===== config.mk =====
export PLATFORM = sky130hd
export DESIGN_NAME = idex_vector_issue
export DESIGN_NICKNAME = d
export VERILOG_FILES = /design/src/rtl/pipeline_pkg.sv /design/src/rtl/lane_select.sv /design/src/rtl/idex_vector_issue.sv
export SDC_FILE = /design/constraint.sdc
export NUM_CORES = 1
export LEC_CHECK = 0
export ABC_AREA = 1
export BUFFER_PORTS_ARGS = -buffer_cell sky130_fd_sc_hd__buf_4
export CAP_MARGIN = 20
export CORE_AREA = 2 2 254 256
export DETAILED_ROUTE_END_ITERATION = 8
export DIE_AREA = 0 0 256 258
export PLACE_DENSITY = 0.61
export SKIP_CTS_REPAIR_TIMING = 1
export SYNTH_ARGS = -nofsm -noshare
export SYNTH_HDL_FRONTEND = slang
export SYNTH_SLANG_ARGS = --single-unit

===== constraint.sdc =====
create_clock -name clock -period 4.6 [get_ports clock]
set_input_delay 0.46 -clock clock [delete_from_list [all_inputs] [get_ports clock]]
set_output_delay 0.46 -clock clock [all_outputs]
set_load 0.1 [all_outputs]

===== src/rtl/pipeline_pkg.sv =====
// Shared pipeline types: issue FSM states, default geometry and the vector register type.
package pipeline_pkg;

    localparam int DEF_WIDTH        = 24;
    localparam int DEF_ADDRESSWIDTH = 4;
    localparam int DEF_OPCODEWIDTH  = 4;
    localparam int DEF_VECTOR_WIDTH = 8;
    localparam int DEF_LANES        = 2;

    typedef enum logic [1:0] {
        ST_EMPTY  = 2'd0,
        ST_SCALAR = 2'd1,
        ST_VECTOR = 2'd2
    } issue_state_t;

    typedef logic [DEF_VECTOR_WIDTH-1:0][DEF_WIDTH-1:0] vector_t;

endpackage


===== src/rtl/lane_select.sv =====
// Combinational slicing of the held vector operands into the current beat's lanes.
module lane_select
    import pipeline_pkg::*;
#(
    parameter int WIDTH        = DEF_WIDTH,
    parameter int VECTOR_WIDTH = DEF_VECTOR_WIDTH,
    parameter int LANES        = DEF_LANES,
    parameter int BW           = 2
) (
    input  logic                               is_vector,
    input  logic                               vect_esc,
    input  logic [BW-1:0]                      beat,
    input  logic [VECTOR_WIDTH-1:0][WIDTH-1:0] data1,
    input  logic [VECTOR_WIDTH-1:0][WIDTH-1:0] data2,
    input  logic [WIDTH-1:0]                   op2,
    output logic [LANES-1:0][WIDTH-1:0]        lane_a,
    output logic [LANES-1:0][WIDTH-1:0]        lane_b,
    output logic [2:0]                         lane_base
);
    localparam int BEATS = VECTOR_WIDTH / LANES;

    // Same bits regrouped one row per beat, so a beat is a single indexed row.
    logic [BEATS-1:0][LANES*WIDTH-1:0] rows1;
    logic [BEATS-1:0][LANES*WIDTH-1:0] rows2;

    assign rows1 = data1;
    assign rows2 = data2;

    always_comb begin
        lane_a    = '0;
        lane_b    = '0;
        lane_base = '0;
        if (is_vector) begin
            lane_a    = rows1[beat];
            lane_b    = vect_esc ? {LANES{op2}} : rows2[beat];
            lane_base = 3'(int'(beat) * LANES);
        end
    end

endmodule


===== src/rtl/idex_vector_issue.sv =====
// ID/EX issue stage: holds one decoded instruction and issues it as one scalar beat
// or VECTOR_WIDTH/LANES vector beats to execute.
//
// state     | meaning
// EMPTY     | nothing held, ready for decode
// SCALAR    | scalar instruction held, single beat
// VECTOR    | vector instruction held, issuing beat 'beat'
module idex_vector_issue
    import pipeline_pkg::*;
#(
    parameter int WIDTH        = DEF_WIDTH,
    parameter int ADDRESSWIDTH = DEF_ADDRESSWIDTH,
    parameter int OPCODEWIDTH  = DEF_OPCODEWIDTH,
    parameter int VECTOR_WIDTH = DEF_VECTOR_WIDTH,
    parameter int LANES        = DEF_LANES
) (
    input  logic                               clock,
    input  logic                               reset,
    input  logic                               flush,
    input  logic                               in_valid,
    output logic                               in_ready,
    input  logic [OPCODEWIDTH-1:0]             opcode_in,
    input  logic [ADDRESSWIDTH-1:0]            regDestinationAddress_in,
    input  logic [WIDTH-1:0]                   reg1Content_in,
    input  logic [WIDTH-1:0]                   reg2Content_in,
    input  logic [WIDTH-1:0]                   inmediate_in,
    input  logic [VECTOR_WIDTH-1:0][WIDTH-1:0] data_in1,
    input  logic [VECTOR_WIDTH-1:0][WIDTH-1:0] data_in2,
    input  logic                               isvector_in,
    input  logic                               vect_esc_in,
    input  logic [2:0]                         index_in,
    output logic                               out_valid,
    input  logic                               ex_ready,
    output logic [OPCODEWIDTH-1:0]             opcode_out,
    output logic [ADDRESSWIDTH-1:0]            regDestinationAddress_out,
    output logic                               isvector_out,
    output logic                               vect_esc_out,
    output logic [2:0]                         index_out,
    output logic [WIDTH-1:0]                   op1_out,
    output logic [WIDTH-1:0]                   op2_out,
    output logic [WIDTH-1:0]                   imm_out,
    output logic [LANES-1:0][WIDTH-1:0]        lane_a,
    output logic [LANES-1:0][WIDTH-1:0]        lane_b,
    output logic [2:0]                         lane_base,
    output logic                               last_beat
);
    localparam int BEATS = VECTOR_WIDTH / LANES;
    localparam int BW    = (BEATS > 1) ? $clog2(BEATS) : 1;

    generate
        if (VECTOR_WIDTH % LANES != 0) begin : g_lanes_check
            $error("LANES must divide VECTOR_WIDTH");
        end
    endgenerate

    issue_state_t                       state;
    logic [BW-1:0]                      beat;
    logic [VECTOR_WIDTH-1:0][WIDTH-1:0] data1;
    logic [VECTOR_WIDTH-1:0][WIDTH-1:0] data2;
    logic                               transfer;
    logic                               accept;

    assign out_valid = (state != ST_EMPTY);
    assign last_beat = (state == ST_SCALAR) ||
                       ((state == ST_VECTOR) && (beat == BW'(BEATS - 1)));
    assign transfer  = out_valid && ex_ready;
    // Refilling on the last transfer keeps scalar instructions flowing one per cycle.
    assign in_ready  = !flush && reset && ((state == ST_EMPTY) || (transfer && last_beat));
    assign accept    = in_valid && in_ready;

    always_ff @(posedge clock or negedge reset) begin
        if (!reset) begin
            state                     <= ST_EMPTY;
            beat                      <= '0;
            opcode_out                <= '0;
            regDestinationAddress_out <= '0;
            isvector_out              <= 1'b0;
            vect_esc_out              <= 1'b0;
            index_out                 <= '0;
            op1_out                   <= '0;
            op2_out                   <= '0;
            imm_out                   <= '0;
            data1                     <= '0;
            data2                     <= '0;
        end else if (flush) begin
            state <= ST_EMPTY;
            beat  <= '0;
        end else begin
            if (transfer) begin
                if (last_beat) begin
                    state <= ST_EMPTY;
                    beat  <= '0;
                end else begin
                    beat <= beat + BW'(1);
                end
            end
            if (accept) begin
                state                     <= isvector_in ? ST_VECTOR : ST_SCALAR;
                beat                      <= '0;
                opcode_out                <= opcode_in;
                regDestinationAddress_out <= regDestinationAddress_in;
                isvector_out              <= isvector_in;
                vect_esc_out              <= vect_esc_in;
                index_out                 <= index_in;
                op1_out                   <= reg1Content_in;
                op2_out                   <= reg2Content_in;
                imm_out                   <= inmediate_in;
                data1                     <= data_in1;
                data2                     <= data_in2;
            end
        end
    end

    lane_select #(
        .WIDTH        (WIDTH),
        .VECTOR_WIDTH (VECTOR_WIDTH),
        .LANES        (LANES),
        .BW           (BW)
    ) u_lane_select (
        .is_vector (state == ST_VECTOR),
        .vect_esc  (vect_esc_out),
        .beat      (beat),
        .data1     (data1),
        .data2     (data2),
        .op2       (op2_out),
        .lane_a    (lane_a),
        .lane_b    (lane_b),
        .lane_base (lane_base)
    );

endmodule


==> impl_results.rst <==
.. list-table::
   :header-rows: 1

   * - Metric
     - Value
   * - HPWL Detailed
     - 57,000 um
   * - Number of nets produced by synthesis
     - 3,424
   * - Die extent in x
     - 256 um
   * - Count of fill cells added during filler insertion
     - 6,472
   * - Least setup slack across all paths after layout
     - 0.982 ns
   * - Synth Area in XOR/XNOR
     - 0.000392
   * - Maximum number of pins on one net before global-route repair
     - 166
   * - Total global routing overflow
     - 0
   * - Die Y-Extent
     - 258 um
   * - Register bit count reported by yosys
     - 473
   * - First-iteration detailed-routing DRC count
     - 2,387
   * - Detailed-routing iteration count for the pre-antenna-repair pass
     - 6
   * - Min-Delay Path Class
     - primary input to flop
   * - Layout cell share with drive strength beyond 1
     - 0.226
   * - Netlist cell types
     - 19
   * - Floorplan die area
     - 66,000 sq um
   * - Achievable clock frequency
     - 276 MHz
   * - Detailed-route via count
     - 22,000
   * - Worst Clk Skew
     - 0.0450 ns
   * - Signal arrival time at the worst endpoint
     - 3.16 ns
   * - Part of the Yosys area used for sequential elements
     - 0.530
   * - Maximum vdd ir drop
     - 0.382 mV
   * - Power spent charging and discharging nets
     - 5.39 mW
   * - Overall track demand over capacity in global routing
     - 0.257
   * - Slack of the worst reg-to-reg path
     - 1.84 ns
   * - Final design area excluding fillers
     - 29,500 sq um
   * - Pins over their slew limit
     - 0
   * - Worst-case hold path end point
     - data1[141]$_DFFE_PN0P_
   * - Main combinational cell family by area after synthesis
     - simple AND/OR/NAND/NOR gates
   * - Max Root-Sink Buffers
     - 3
   * - Worst reg2reg endpoint
     - data2[92]$_DFFE_PN0P_
   * - Worst max-slew margin expressed relative to the limit
     - 0.247
   * - Antenna viol nets, final
     - 0
   * - Share of synthesized area spent on multiplexers
     - 0
   * - I/O pin count
     - 661
   * - Clock buffers created by TritonCTS
     - 55
   * - Pre-CTS setup slack
     - 1.60 ns
   * - Clock input transition at the sequential cells of the worst setup and hold paths
     - 0.06 ns
   * - H-tree level count
     - 2
   * - Sort of element at the end of the critical path
     - primary output
   * - Post-synthesis to final-layout area growth
     - 32.2%
   * - Relative contribution of combinational cells to total power
     - 0.294
   * - Final sum of negative setup slack
     - 0 ns
   * - Minimum period implied by the final worst setup slack
     - 3.62 ns
   * - Cell count of the worst reg-to-reg path
     - 9
   * - Initial core utilization
     - 0.351
   * - Mapped cell area
     - 22,300 sq um
   * - Power share of the clock group
     - 0.312
   * - Clock tree from TritonCTS
     - done
   * - Number of endpoints with negative hold slack in the final report
     - 0
   * - Slew at the pin closest to its max-slew limit
     - 1.13 ns
   * - Count of endpoints failing setup in the final report
     - 0
   * - Via count of the first global-routing pass
     - 21,400
   * - Final #Nets
     - 3,934
   * - Total design power
     - 14.1 mW
   * - Drt drc
     - 0
   * - Outcome
     - complete, no violations
   * - Setup repair after global routing missed its margin
     - no
   * - CP Launch Type
     - flop
   * - Syn Inst Count
     - 2,949
   * - Routability congestion estimate from global placement
     - 0.897
   * - Synth Area in Simple Gates
     - 0.352
   * - Wire length of the first global-routing pass
     - 132,000 um
   * - Number of cell rows
     - 93
   * - Yosys synthesis warning count
     - 0
   * - Standard cell core area
     - 63,600 sq um
   * - Start point of the worst hold path
     - data_in1[141]
   * - Flop pwr share
     - 0.394
   * - R2r startpoint
     - beat[0]$_DFFE_PN0P_
   * - WL/cell
     - 19.9 um
   * - Count of buffers from port buffering
     - 659
   * - Avg Synthesized Cell Area
     - 7.57 sq um
   * - Clock tree root driver cell
     - sky130_fd_sc_hd__clkbuf_16
   * - Share of synthesized cell area in full adder, half adder and majority cells
     - 0.000560
   * - Most area-hungry cell type in the Yosys netlist
     - sky130_fd_sc_hd__dfrtp_1
   * - Most frequent CP cell
     - sky130_fd_sc_hd__buf_4
   * - Number of instances in the placed design
     - 4,256
   * - Sink Count
     - 473
   * - Synth Area in Compound Gates
     - 0.0655
   * - Top cells by area, synth
     - sky130_fd_sc_hd__dfrtp_1 53%, sky130_fd_sc_hd__nand2_1 18%, sky130_fd_sc_hd__nand3_1 11%, sky130_fd_sc_hd__nor2_1 6.5%, sky130_fd_sc_hd__o21ai_0 4.3%
   * - Count of placed standard cells in the final layout, fillers left out
     - 4,379
   * - Instance area at placement
     - 27,700 sq um
   * - Vias per cell
     - 5.02
   * - Crit-path max FO
     - 42
   * - Cell-by-cell trace of the critical path
     - buf_4, buf_4, nor2_1, nor2_1, o21ai_0, nand2_1, nand2_1, a21oi_1, buf_4
   * - Hold Path Depth
     - 3
   * - MaxCap Viol Count
     - 0
   * - Cell-internal power
     - 8.72 mW
   * - Highest-delay cell along the critical path
     - sky130_fd_sc_hd__dfrtp_4
   * - Data required time at the worst endpoint
     - 4.14 ns
   * - Wire length after detailed routing
     - 87,100 um
   * - Critical Path Max Stage Delay
     - 0.55 ns
   * - Pwr dens
     - 478 nW/um^2
   * - Category of the critical setup timing path
     - flop to primary output
   * - Period utilisation layout
     - 0.786
   * - Clk_lat worst skew
     - 0.64 ns
   * - Leakage power of the design
     - 15.7 nW
   * - Initial antenna violation count
     - 29
   * - Share of the synthesized area in the top cell type
     - 0.530
   * - Switch share
     - 0.382
synthesized netlist by cell type:
cell                       number
sky130_fd_sc_hd__a21boi_2       1
sky130_fd_sc_hd__a21oi_1       97
sky130_fd_sc_hd__buf_1         11
sky130_fd_sc_hd__buf_2         81
sky130_fd_sc_hd__buf_4         26
sky130_fd_sc_hd__buf_6          2
sky130_fd_sc_hd__clkbuf_1     119
sky130_fd_sc_hd__conb_1         1
sky130_fd_sc_hd__dfrtp_1      473
sky130_fd_sc_hd__ha_1           1
sky130_fd_sc_hd__inv_1          8
sky130_fd_sc_hd__inv_2          3
sky130_fd_sc_hd__nand2_1     1069
sky130_fd_sc_hd__nand3_1      473
sky130_fd_sc_hd__nand3b_1       1
sky130_fd_sc_hd__nor2_1       387
sky130_fd_sc_hd__nor2_2         2
sky130_fd_sc_hd__o21ai_0      193
sky130_fd_sc_hd__xor2_1         1
how the worst max path moves through the flow:
| stage | slack (ns) | startpoint | end |
|---|---|---|---|
| 3_5_place_dp | 1.60 | beat[0]$_DFFE_PN0P_ | lane_b[44] |
| 6_report | 0.98 | beat[0]$_DFFE_PN0P_ | lane_b[44] |
| 3_3_place_gp | 1.60 | beat[0]$_DFFE_PN0P_ | lane_b[11] |
| 2_1_floorplan | 0.93 | vect_esc_out$_DFFE_PN0P_ | lane_b[27] |
| 5_1_grt | 0.72 | beat[0]$_DFFE_PN0P_ | lane_b[28] |
| 4_1_cts | 0.95 | beat[0]$_DFFE_PN0P_ | lane_b[44] |
layout by cell type (no fill, tap or decap), types with 2 or more instances in the layout:
cell type / count
sky130_fd_sc_hd__o21ai_0: 193
sky130_fd_sc_hd__nor2_2: 2
sky130_fd_sc_hd__inv_6: 2
sky130_fd_sc_hd__nand3_1: 472
sky130_fd_sc_hd__dfrtp_1: 471
sky130_fd_sc_hd__nor2_1: 387
sky130_fd_sc_hd__clkinv_2: 18
sky130_fd_sc_hd__inv_16: 2
sky130_fd_sc_hd__inv_4: 2
sky130_fd_sc_hd__buf_8: 2
sky130_fd_sc_hd__clkbuf_1: 12
sky130_fd_sc_hd__buf_12: 11
sky130_fd_sc_hd__clkbuf_16: 55
sky130_fd_sc_hd__buf_4: 678
sky130_fd_sc_hd__bufinv_16: 3
sky130_fd_sc_hd__clkbuf_8: 9
sky130_fd_sc_hd__inv_2: 2
sky130_fd_sc_hd__dfrtp_4: 2
sky130_fd_sc_hd__a21oi_1: 97
sky130_fd_sc_hd__inv_1: 7
sky130_fd_sc_hd__diode_2: 21
sky130_fd_sc_hd__nand2_1: 1068
sequential cells by signal (all words and copies together) (netlist names):
signal,count
beat,2
data1,192
data2,192
imm_out,24
index_out,3
isvector_out,1
op1_out,24
op2_out,24
opcode_out,4
regDestinationAddress_out,4
state,2
vect_esc_out,1
cell type report:
| class | instances | area, sq um | area share |
|---|---|---|---|
| flip-flops and latches | 473 | 11800 | 0.401 |
| multi-input cells | 2226 | 9370 | 0.317 |
| repair buffers | 692 | 5350 | 0.181 |
| clock buffers | 76 | 1550 | 0.0524 |
| well taps | 855 | 1070 | 0.0362 |
| clock inverters | 25 | 238 | 0.00805 |
| diodes | 21 | 52.6 | 0.00178 |
| inverters | 11 | 46.3 | 0.00157 |
metrics by stage:
step           utilization  hold slack [ns]
2_1_floorplan            -            0.164
3_3_place_gp         0.435            0.348
3_5_place_dp         0.435            0.346
4_1_cts              0.463           -0.306
5_1_grt              0.464           0.0326
6_report             0.464           0.0436
critical path: cells and delay by family, from the launching register on:
| family | cells | cell delay (ns) |
|---|---|---|
| buffers and inverters | 3 | 1.35 |
| flip-flops | 1 | 0.55 |
| AO/OA/AOI/OAI | 2 | 0.25 |
| AND/OR/NAND/NOR | 4 | 0.37 |
cells by family after synthesis:
group	after synthesis
other	1
buffers and inverters	250
flip-flops	473
adder cells (fa/ha/maj)	1
AND/OR/NAND/NOR	1932
XOR/XNOR	1
AO/OA/AOI/OAI	291
per-layer routing:
| layer | global-route usage | routed length [um] | share of wire | vias to the layer above |
|---|---|---|---|---|
| met5 | 0 | 103 | 0.0012 | - |
| met4 | 0.115 | 3350 | 0.038 | 16 |
| met3 | 0.0550 | 6360 | 0.073 | 167 |
| met2 | 0.398 | 40900 | 0.47 | 858 |
| met1 | 0.345 | 36400 | 0.42 | 10400 |
| li1 | - | - | - | 10500 |
power by group through the flow:
stage | clock (mW) | sequential [mW] | combinational [mW]
detailed placement | 0 | 5.60 | 4.16
global route | 4.68 | 5.66 | 4.52
global placement | 0 | 5.61 | 4.12
finish | 4.40 | 5.56 | 4.15
floorplan | 0 | 6.61 | 1.80
CTS | 4.49 | 5.55 | 4.16
(Power assumes the default switching activity.)
